--- src/rtl/maxpool2x2_sequencer.sv ---
// 2x2 / stride-2 max-pool sequencer over a sync-read feature-map RAM.
// Pixels are sign-magnitude bytes; 8'h80 is a dominant marker that always wins the pool.

module max_in_4 (
  input  logic [31:0] window,
  output logic [7:0]  max_val
);

  // Pairwise winner under the sign-magnitude ordering; the marker beats everything.
  function automatic logic [7:0] pick(input logic [7:0] a, input logic [7:0] b);
    if (a == 8'h80) return a;
    if (b == 8'h80) return b;
    if (a[7] != b[7]) return a[7] ? b : a;
    if (!a[7]) return (a[6:0] >= b[6:0]) ? a : b;
    return (a[6:0] <= b[6:0]) ? a : b;
  endfunction

  logic [7:0] lo_max;
  logic [7:0] hi_max;

  always_comb begin
    lo_max  = pick(window[7:0], window[15:8]);
    hi_max  = pick(window[23:16], window[31:24]);
    max_val = pick(lo_max, hi_max);
  end

endmodule

module maxpool2x2_sequencer #(
  parameter int IMG_W      = 28,
  parameter int IMG_H      = 28,
  parameter int ADDR_W     = 10,
  parameter int OUT_ADDR_W = 8
) (
  input  logic                  clk,
  input  logic                  rst_n,
  input  logic                  start,
  output logic                  busy,
  output logic                  done,
  output logic                  rd_en,
  output logic [ADDR_W-1:0]     rd_addr,
  input  logic [7:0]            rd_data,
  output logic                  wr_valid,
  input  logic                  wr_ready,
  output logic [OUT_ADDR_W-1:0] wr_addr,
  output logic [7:0]            wr_data
);

  localparam int OUT_W = IMG_W / 2;
  localparam int OUT_H = IMG_H / 2;

  typedef enum logic [2:0] {
    IDLE,
    FETCH,
    CAPT,
    EMIT,
    DONE
  } state_t;

  state_t            state;
  state_t            state_next;
  logic [ADDR_W-1:0] orow;
  logic [ADDR_W-1:0] ocol;
  logic [1:0]        idx;
  logic              cap_en;
  logic [1:0]        cap_idx;
  logic [7:0]        win [4];
  logic [31:0]       window;
  logic              last_win;
  logic              last_col;
  logic [ADDR_W-1:0] row;
  logic [ADDR_W-1:0] col;

  assign last_col = (ocol == ADDR_W'(OUT_W - 1));
  assign last_win = last_col && (orow == ADDR_W'(OUT_H - 1));

  // NOTE: sequential state uses non-blocking assignments so every register
  // samples pre-edge values; blocking here would create order-dependent races.
  always_ff @(posedge clk or negedge rst_n) begin
    if (!rst_n) state <= IDLE;
    else        state <= state_next;
  end

  // NOTE: every output of this block gets a default first, so no path leaves a
  // signal unassigned and no latch is inferred.
  always_comb begin
    state_next = state;
    busy       = 1'b0;
    done       = 1'b0;
    rd_en      = 1'b0;
    wr_valid   = 1'b0;
    unique case (state)
      IDLE:  if (start) state_next = FETCH;
      FETCH: begin
        busy  = 1'b1;
        rd_en = 1'b1;
        if (idx == 2'd3) state_next = CAPT;
      end
      CAPT: begin
        busy       = 1'b1;
        state_next = EMIT;
      end
      EMIT: begin
        busy     = 1'b1;
        wr_valid = 1'b1;
        if (wr_ready) state_next = last_win ? DONE : FETCH;
      end
      DONE: begin
        done       = 1'b1;
        state_next = IDLE;
      end
      default: state_next = IDLE;
    endcase
  end

  // Window walk: idx steps through the 2x2 quad, ocol/orow advance on each accepted write.
  always_ff @(posedge clk or negedge rst_n) begin
    if (!rst_n) begin
      orow    <= '0;
      ocol    <= '0;
      idx     <= '0;
      wr_addr <= '0;
    end else begin
      unique case (state)
        IDLE: begin
          if (start) begin
            orow    <= '0;
            ocol    <= '0;
            idx     <= '0;
            wr_addr <= '0;
          end
        end
        FETCH: idx <= idx + 2'd1;
        EMIT: begin
          if (wr_ready && !last_win) begin
            wr_addr <= wr_addr + OUT_ADDR_W'(1);
            if (last_col) begin
              ocol <= '0;
              orow <= orow + ADDR_W'(1);
            end else begin
              ocol <= ocol + ADDR_W'(1);
            end
          end
        end
        default: ;
      endcase
    end
  end

  always_comb begin
    row     = (orow << 1) + ADDR_W'(idx[1]);
    col     = (ocol << 1) + ADDR_W'(idx[0]);
    rd_addr = (state == FETCH) ? (row * ADDR_W'(IMG_W) + col) : '0;
  end

  // RAM data arrives one cycle after the strobe, so the strobe and its index
  // are delayed by one stage; rd_data is ignored whenever cap_en is low.
  always_ff @(posedge clk or negedge rst_n) begin
    if (!rst_n) begin
      cap_en  <= 1'b0;
      cap_idx <= '0;
    end else begin
      cap_en  <= (state == FETCH);
      cap_idx <= idx;
    end
  end

  // NOTE: the window is four flops, not a RAM macro, so it is reset; this makes
  // wr_data read 8'h00 out of reset instead of X.
  always_ff @(posedge clk or negedge rst_n) begin
    if (!rst_n) begin
      for (int i = 0; i < 4; i++) win[i] <= '0;
    end else if (cap_en) begin
      win[cap_idx] <= rd_data;
    end
  end

  assign window = {win[3], win[2], win[1], win[0]};

  max_in_4 u_max (
    .window  (window),
    .max_val (wr_data)
  );

endmodule

--- config.mk ---
export PLATFORM = sky130hd
export DESIGN_NAME = maxpool2x2_sequencer
export DESIGN_NICKNAME = d
export VERILOG_FILES = /design/src/rtl/maxpool2x2_sequencer.sv
export SDC_FILE = /design/constraint.sdc
export NUM_CORES = 1
export LEC_CHECK = 0
export CAP_MARGIN = 20
export CORE_MARGIN = 2
export CORE_UTILIZATION = 40
export DETAILED_ROUTE_END_ITERATION = 10
export PLACE_DENSITY = 0.71
export SETUP_SLACK_MARGIN = 0.4
export SYNTH_ARGS = -nofsm -noshare
export SYNTH_HDL_FRONTEND = slang
export SYNTH_HIERARCHICAL = 1
export SYNTH_SLANG_ARGS = --single-unit
--- constraint.sdc ---
create_clock -name clk -period 4.7 [get_ports clk]
set_input_delay 0.94 -clock clk [delete_from_list [all_inputs] [get_ports clk]]
set_output_delay 0.94 -clock clk [all_outputs]
set_load 0.01 [all_outputs]
== After elaboration in Yosys (flattened, before gate mapping) ==
Cells that the tools add are included.

* Bits in registers: 68
* Input port bits: 12
* Output and inout port bits: 30

* Add/subtract/negate cells: 7
* Multiply operators: 1
* Order comparisons: 8
* Eq/ne operators: 21
* Multiplexer cells: 88
* Bitwise gates (word level): 1
* Reductions and logical operators: 12

{| class="wikitable"
|+ Operators by type and width
! cell !! count
|-
| two-way mux 8 bit || 36
|-
| two-way mux 10 bit || 6
|-
| equality test 8 bit (second input constant) || 6
|-
| case mux 10 bit (2 select lines) || 2
|-
| two-way mux 1 bit || 34
|-
| bitwise mux 32 bit || 1
|-
| greater-or-equal comparator 7 bit || 3
|-
| less-or-equal comparator 7 bit || 3
|-
| adder 10 x 1 -> 10 bit || 2
|-
| adder 10 x 1 -> 10 bit (second input constant) || 2
|-
| equality test 10 x 4 -> 1 bit (second input constant) || 2
|-
| demux 8 bit (select 2 bit) || 1
|-
| case mux 8 bit (2 select lines) || 1
|-
| two-way mux 3 bit || 4
|-
| case mux 3 bit (4 select lines) || 1
|-
| adder 10 bit || 1
|-
| multiplier 10 x 3 -> 8 bit (second input constant) || 1
|-
| inequality test 2 bit (second input constant) || 5
|-
| adder 8 x 1 -> 8 bit (second input constant) || 1
|-
| equality test 3 x 2 -> 1 bit (second input constant) || 2
|-
| AND reduction 3 bit || 2
|-
| case mux 2 bit (2 select lines) || 1
|-
| AND reduction 4 bit || 1
|-
| nonzero test 2 bit || 2
|-
| 14 further kinds || 18
|}

== Depth between registers and ports, before layout ==
* Depth after elaboration: 24
* Mapped depth: 17

== By module ==
The synthesis kept the hierarchy.

{| class="wikitable"
|+ Modules (own cells, without submodules)
! module !! instances !! cells an instance !! area each (µm²) !! sequential area each (µm²)
|-
| maxpool2x2_sequencer || 1 || 357 || 3843.7 || 1701.6
|-
| max_in_4 || 1 || 194 || 1390.1 || 0.0
|}

== Worst setup path after synthesis ==
No wires, ideal clock.

* Path kind: flip-flop to output port
* From: reg win[24] (netlist bit)
* To: out wr_data[6]
* Data arrival time: 4.149 ns
* Path slack: -0.389 ns
* Stages on the path, launching flop included: 18
* Path buffers: 1
* Path through: dfrtp_1 > inv_1 > ha_1 > nand2b_4 > a211o_1 > a211o_1 > o211a_1 > buf_6 > mux2_2 > nor2b_1 > ha_1 > a211oi_1 > nor2_1 > nor3_1 > nand2_1 > or3_1 > o32a_1 > a31oi_1

* Longest elaborated chain between the ends: 15
* Elaborated cells between the ends (all ways): 38
* Those cells by class: order compare (4); eq/ne (3); mux (31)

{| class="wikitable"
|+ RTL lines
! element !! RTL line !! text
|-
| start, declared || 67 || <nowiki>logic [7:0] win [4];</nowiki>
|-
| start signal, assigned by index || 174 || <nowiki>win[cap_idx] <= rd_data;</nowiki>
|-
| parallel branches: the longest is 7 deep, another holds greater-or-equal comparator 7 bit || - ||
|-
| two-way mux 8 bit (*) || 12 || <nowiki>if (b == 8'h80) return b;</nowiki>
|-
| greater-or-equal comparator 7 bit (tied with other cells) || 14 || <nowiki>if (!a[7]) return (a[6:0] >= b[6:0]) ? a : b;</nowiki>
|-
| two-way mux 8 bit (tied with other cells) || 14 ||
|-
| two-way mux 8 bit or two-way mux 1 bit (tied branches) || 14, 12 ||
|-
| two-way mux 8 bit || 15 || <nowiki>return (a[6:0] <= b[6:0]) ? a : b;</nowiki>
|-
| two-way mux 8 bit || 14 ||
|-
| two-way mux 8 bit || 13 || <nowiki>if (a[7] != b[7]) return a[7] ? b : a;</nowiki>
|-
| two-way mux 8 bit (*) || 12 ||
|-
| end, declared || 46 || <nowiki>output logic [7:0] wr_data</nowiki>
|}

Mark *: on every way between the ends. The select of a mux whose other input is x is not followed.

== Worst setup path after layout ==
* From: reg win[24] (netlist bit)
* To: out wr_data[0]

* Longest elaborated chain between the ends: 16
* Elaborated cells between the ends (all ways): 38
* Those cells by class: order compare (4); eq/ne (3); mux (31)

{| class="wikitable"
|+ RTL lines
! element !! RTL line
|-
| parallel branches: the longest is 7 deep, another holds greater-or-equal comparator 7 bit || -
|-
| two-way mux 8 bit (*) || 12
|-
| parallel branches: the longest is 7 deep, another holds greater-or-equal comparator 7 bit || -
|-
| two-way mux 8 bit (*) || 12
|}

Marked as above.

==> flow_metrics.py <==
metrics = {
    "timing": {
        "finalCritPeriodShare_pct": 111,
        "rsz0062_at_grt": "true",
        "fmax_mhz": 191,
        "setup_viol": 7,
        "final-hold-violation-count": 0,
        "relSlewSlack_pct": 52.6,
        "hold_slack_ns": 0.472,
        "finalWorstSetupSlack_ns": -0.529,
        "finClkSkew_ns": 0.00800,
        "slew_violations": 0,
        "fin_crit_ns": 5.23,
        "tightest_slew_ns": 0.708,
    },
    "cts": {
        "cts_buffer_depth": 2,
        "htreeDepth": 3,
        "cts_tree": "built",
        "cts-root-buf": "clkbuf_16",
        "cts_buffers": 9,
        "clk_latency_ns": 0.33,
        "cts-hold-fix-buffers": 0,
        "cts_sinks": 68,
        "clk_pin_slew_ns": 0.06,
    },
    "cells_and_area": {
        "layout_commonest_cell": "buf_4",
        "fill_cells": 1122,
        "insertedDiodeCount": 0,
        "seqCellArea_mm2": 0.00170,
        "multi_input_area_mm2": 0.00369,
        "final_cell_mix": "89 x buf_4, 67 x dfrtp_1, 42 x nand2_1",
        "synthToLayoutAreaGrowth_pct": 37.5,
        "num-nets-final": 757,
        "layout-drive-gt1-share_pct": 33.7,
    },
    "floorplan": {
        "die-area_mm2": 0.0140,
        "initial_core_util_pct": 41.1,
        "rows": 41,
        "die_y_um": 118,
        "num_io_pins": 42,
        "die_x_um": 118,
        "core_mm2": 0.0127,
    },
    "yosys": {
        "synth_cell_types": 65,
        "yosys_register_bits": 68,
        "synth_edf_count": 0,
        "syn-num-nets": 618,
        "netlist_instances": 551,
        "seq_area_frac_synth_pct": 32.5,
        "synth_warnings": 6,
        "synth_ff_type": "dfrtp_1",
        "syn_area_mm2": 0.00523,
        "synth_top_area_share_pct": 32.5,
        "synthArstFlopShare_pct": 100,
        "syn_area_per_cell_um2": 9.50,
        "yosys.area.top_type": "dfrtp_1",
        "ys_top_cells_by_area": "dfrtp_1 33%, ha_1 11%, mux2_2 8.6%",
    },
    "setup_path": {
        "critPathMaxFanout": 5,
        "critical_path_required_ns": 3.76,
        "cp_slowest_stage_delay_ns": 0.39,
        "critical_path_class": "reg2out",
        "worst-path-buf-inv": 4,
        "cp_slowest_cell": "dfrtp_1",
        "arrival_ns": 4.29,
        "crit_path_start_kind": "flop",
        "critPathTopFamily": "compound AO/OA/AOI/OAI gates",
        "cp-end-kind": "output pin",
        "path_cells": "inv_2, ha_4, nand2b_4, a211o_1, a211o_1, o211a_4, mux2_4, nor2b_4, ha_4, a211oi_2, nor2_2, nor3_4, buf_6, buf_4, nand2_1, and3_4, mux2_4, a211oi_2, buf_2",
    },
    "grt": {
        "grt_max_degree": 48,
        "grt_use_total_pct": 20.5,
        "grt_pass1_vias": 4938,
        "grt_pass1_wl_um": 23600,
        "grt_antenna_before_repair": 0,
        "gr-total-overflow": 0,
    },
    "placed_design": {
        "place_congestion": 0.986,
        "hpwl_um": 10400,
        "place.port_buffers": 41,
    },
    "outcome": {
        "outcome": "complete, but fails checks",
        "violations": "setup timing",
    },
    "job": {
        "drv_cap": 0,
    },
    "routing": {
        "viasPerCell": 5.58,
        "drc": 0,
        "drtAntennaViolNets": 0,
        "wl_per_cell_um": 16.6,
        "dr.pass1.iters": 5,
        "drt_wl_total_um": 14400,
        "vias": 4837,
        "initialDrtViolationCount": 260,
    },
    "worst_hold_path": {
        "hold_path.class": "reg2reg",
    },
}
==> cell usage after synthesis (5+ instances only) <==
master	instances
or2_2	5
o21ai_1	5
fa_1	7
a21oi_1	15
nor2b_1	8
xnor2_1	8
nor4_1	8
or3_1	7
inv_1	32
buf_6	6
nor3_1	14
nand2b_1	8
nand4_1	6
a21o_1	7
nand3_1	20
a211oi_1	7
nand3b_1	7
mux2i_1	11
o22ai_1	7
and3_1	13
nor2_1	41
o21ai_0	35
o31ai_1	9
ha_1	48
nand2_1	42
a31oi_1	5
mux2_2	40
dfrtp_1	68
==> cell families (layout without fill, tap and decap cells) <==
logic type,after synthesis,count (layout),synth area share (%)
and+or+nand+nor,200,200,20.5
AOI/OAI and AO/OA,122,122,16.1
DFF,68,68,32.5
adders and majority gates,55,55,14.2
muxes,52,52,11.0
buffers and inverters,43,187,3.94
xor gates and xnor gates,11,11,1.84
==> state kept, by name (all words and copies together) (netlist names) <==
signal	flops
orow	10
state	3
win	32
cap_en	1
idx	2
cap_idx	2
wr_addr	8
ocol	10
==> through the flow <==
step / utilization (%) / setup slack, ns / instances / cell area (um2) / setup TNS, ns
after floorplan: - / -0.186 / 551 / 5280 / -0.317
after global placement: 50.4 / -0.653 / 833 / 6410 / -4.05
after detailed placement: 50.4 / -0.782 / 833 / 6410 / -4.98
after CTS: 54.7 / -0.556 / 860 / 6960 / -3.11
after global routing: 56.6 / -0.711 / 867 / 7200 / -4.43
final: 56.6 / -0.529 / 867 / 7200 / -2.98
==> final cells by class <==
| type | instances | area share [%] |
|---|---|---|
| Clock buffer | 10 | 3.18 |
| Sequential cell | 68 | 23.7 |
| Clock inverter | 6 | 1.55 |
| Tap cell | 172 | 2.99 |
| Timing Repair Buffer | 138 | 15.7 |
| Inverter | 33 | 1.72 |
| Multi-Input combinational cell | 440 | 51.2 |
==> what timing repair did <==
action / in CTS / in global routing
resized for setup: 80 / 37
setup buffers: 11 / 6
endpoints found under the setup margin: 12 / 13
pin swaps: 18 / 33
==> worst paths after layout <==
kind                       slack [ns]                endpoint  cells after the start           startpoint
setup / recovery                -0.53              wr_data[0]                     19  win[24]$_DFFE_PN0P_
hold / removal                   0.47    cap_idx[0]$_DFF_PN0_                      0   idx[0]$_DFFE_PN0P_
setup reg to reg                 1.99  wr_addr[7]$_DFFE_PN0P_                      7  orow[4]$_DFFE_PN0P_
hold reg to reg                  0.47    cap_idx[0]$_DFF_PN0_                      0   idx[0]$_DFFE_PN0P_
max in group asynchronous        3.18     orow[0]$_DFFE_PN0P_                      3                rst_n
min in group asynchronous        0.61     ocol[9]$_DFFE_PN0P_                      1                rst_n
==> routing by layer <==
metal / part of all wire (%) / vias up / track usage [%]
met2: 51 / 130 / 35.9
met5: 0 / - / 0
met3: 4.2 / 38 / 3.67
li1: - / 2315 / -
met4: 3.5 / 0 / 9.23
met1: 41 / 2354 / 24.4
Power is not shown: default switching activity piles up to over one toggle a cycle in this logic, so the estimate is an artifact.
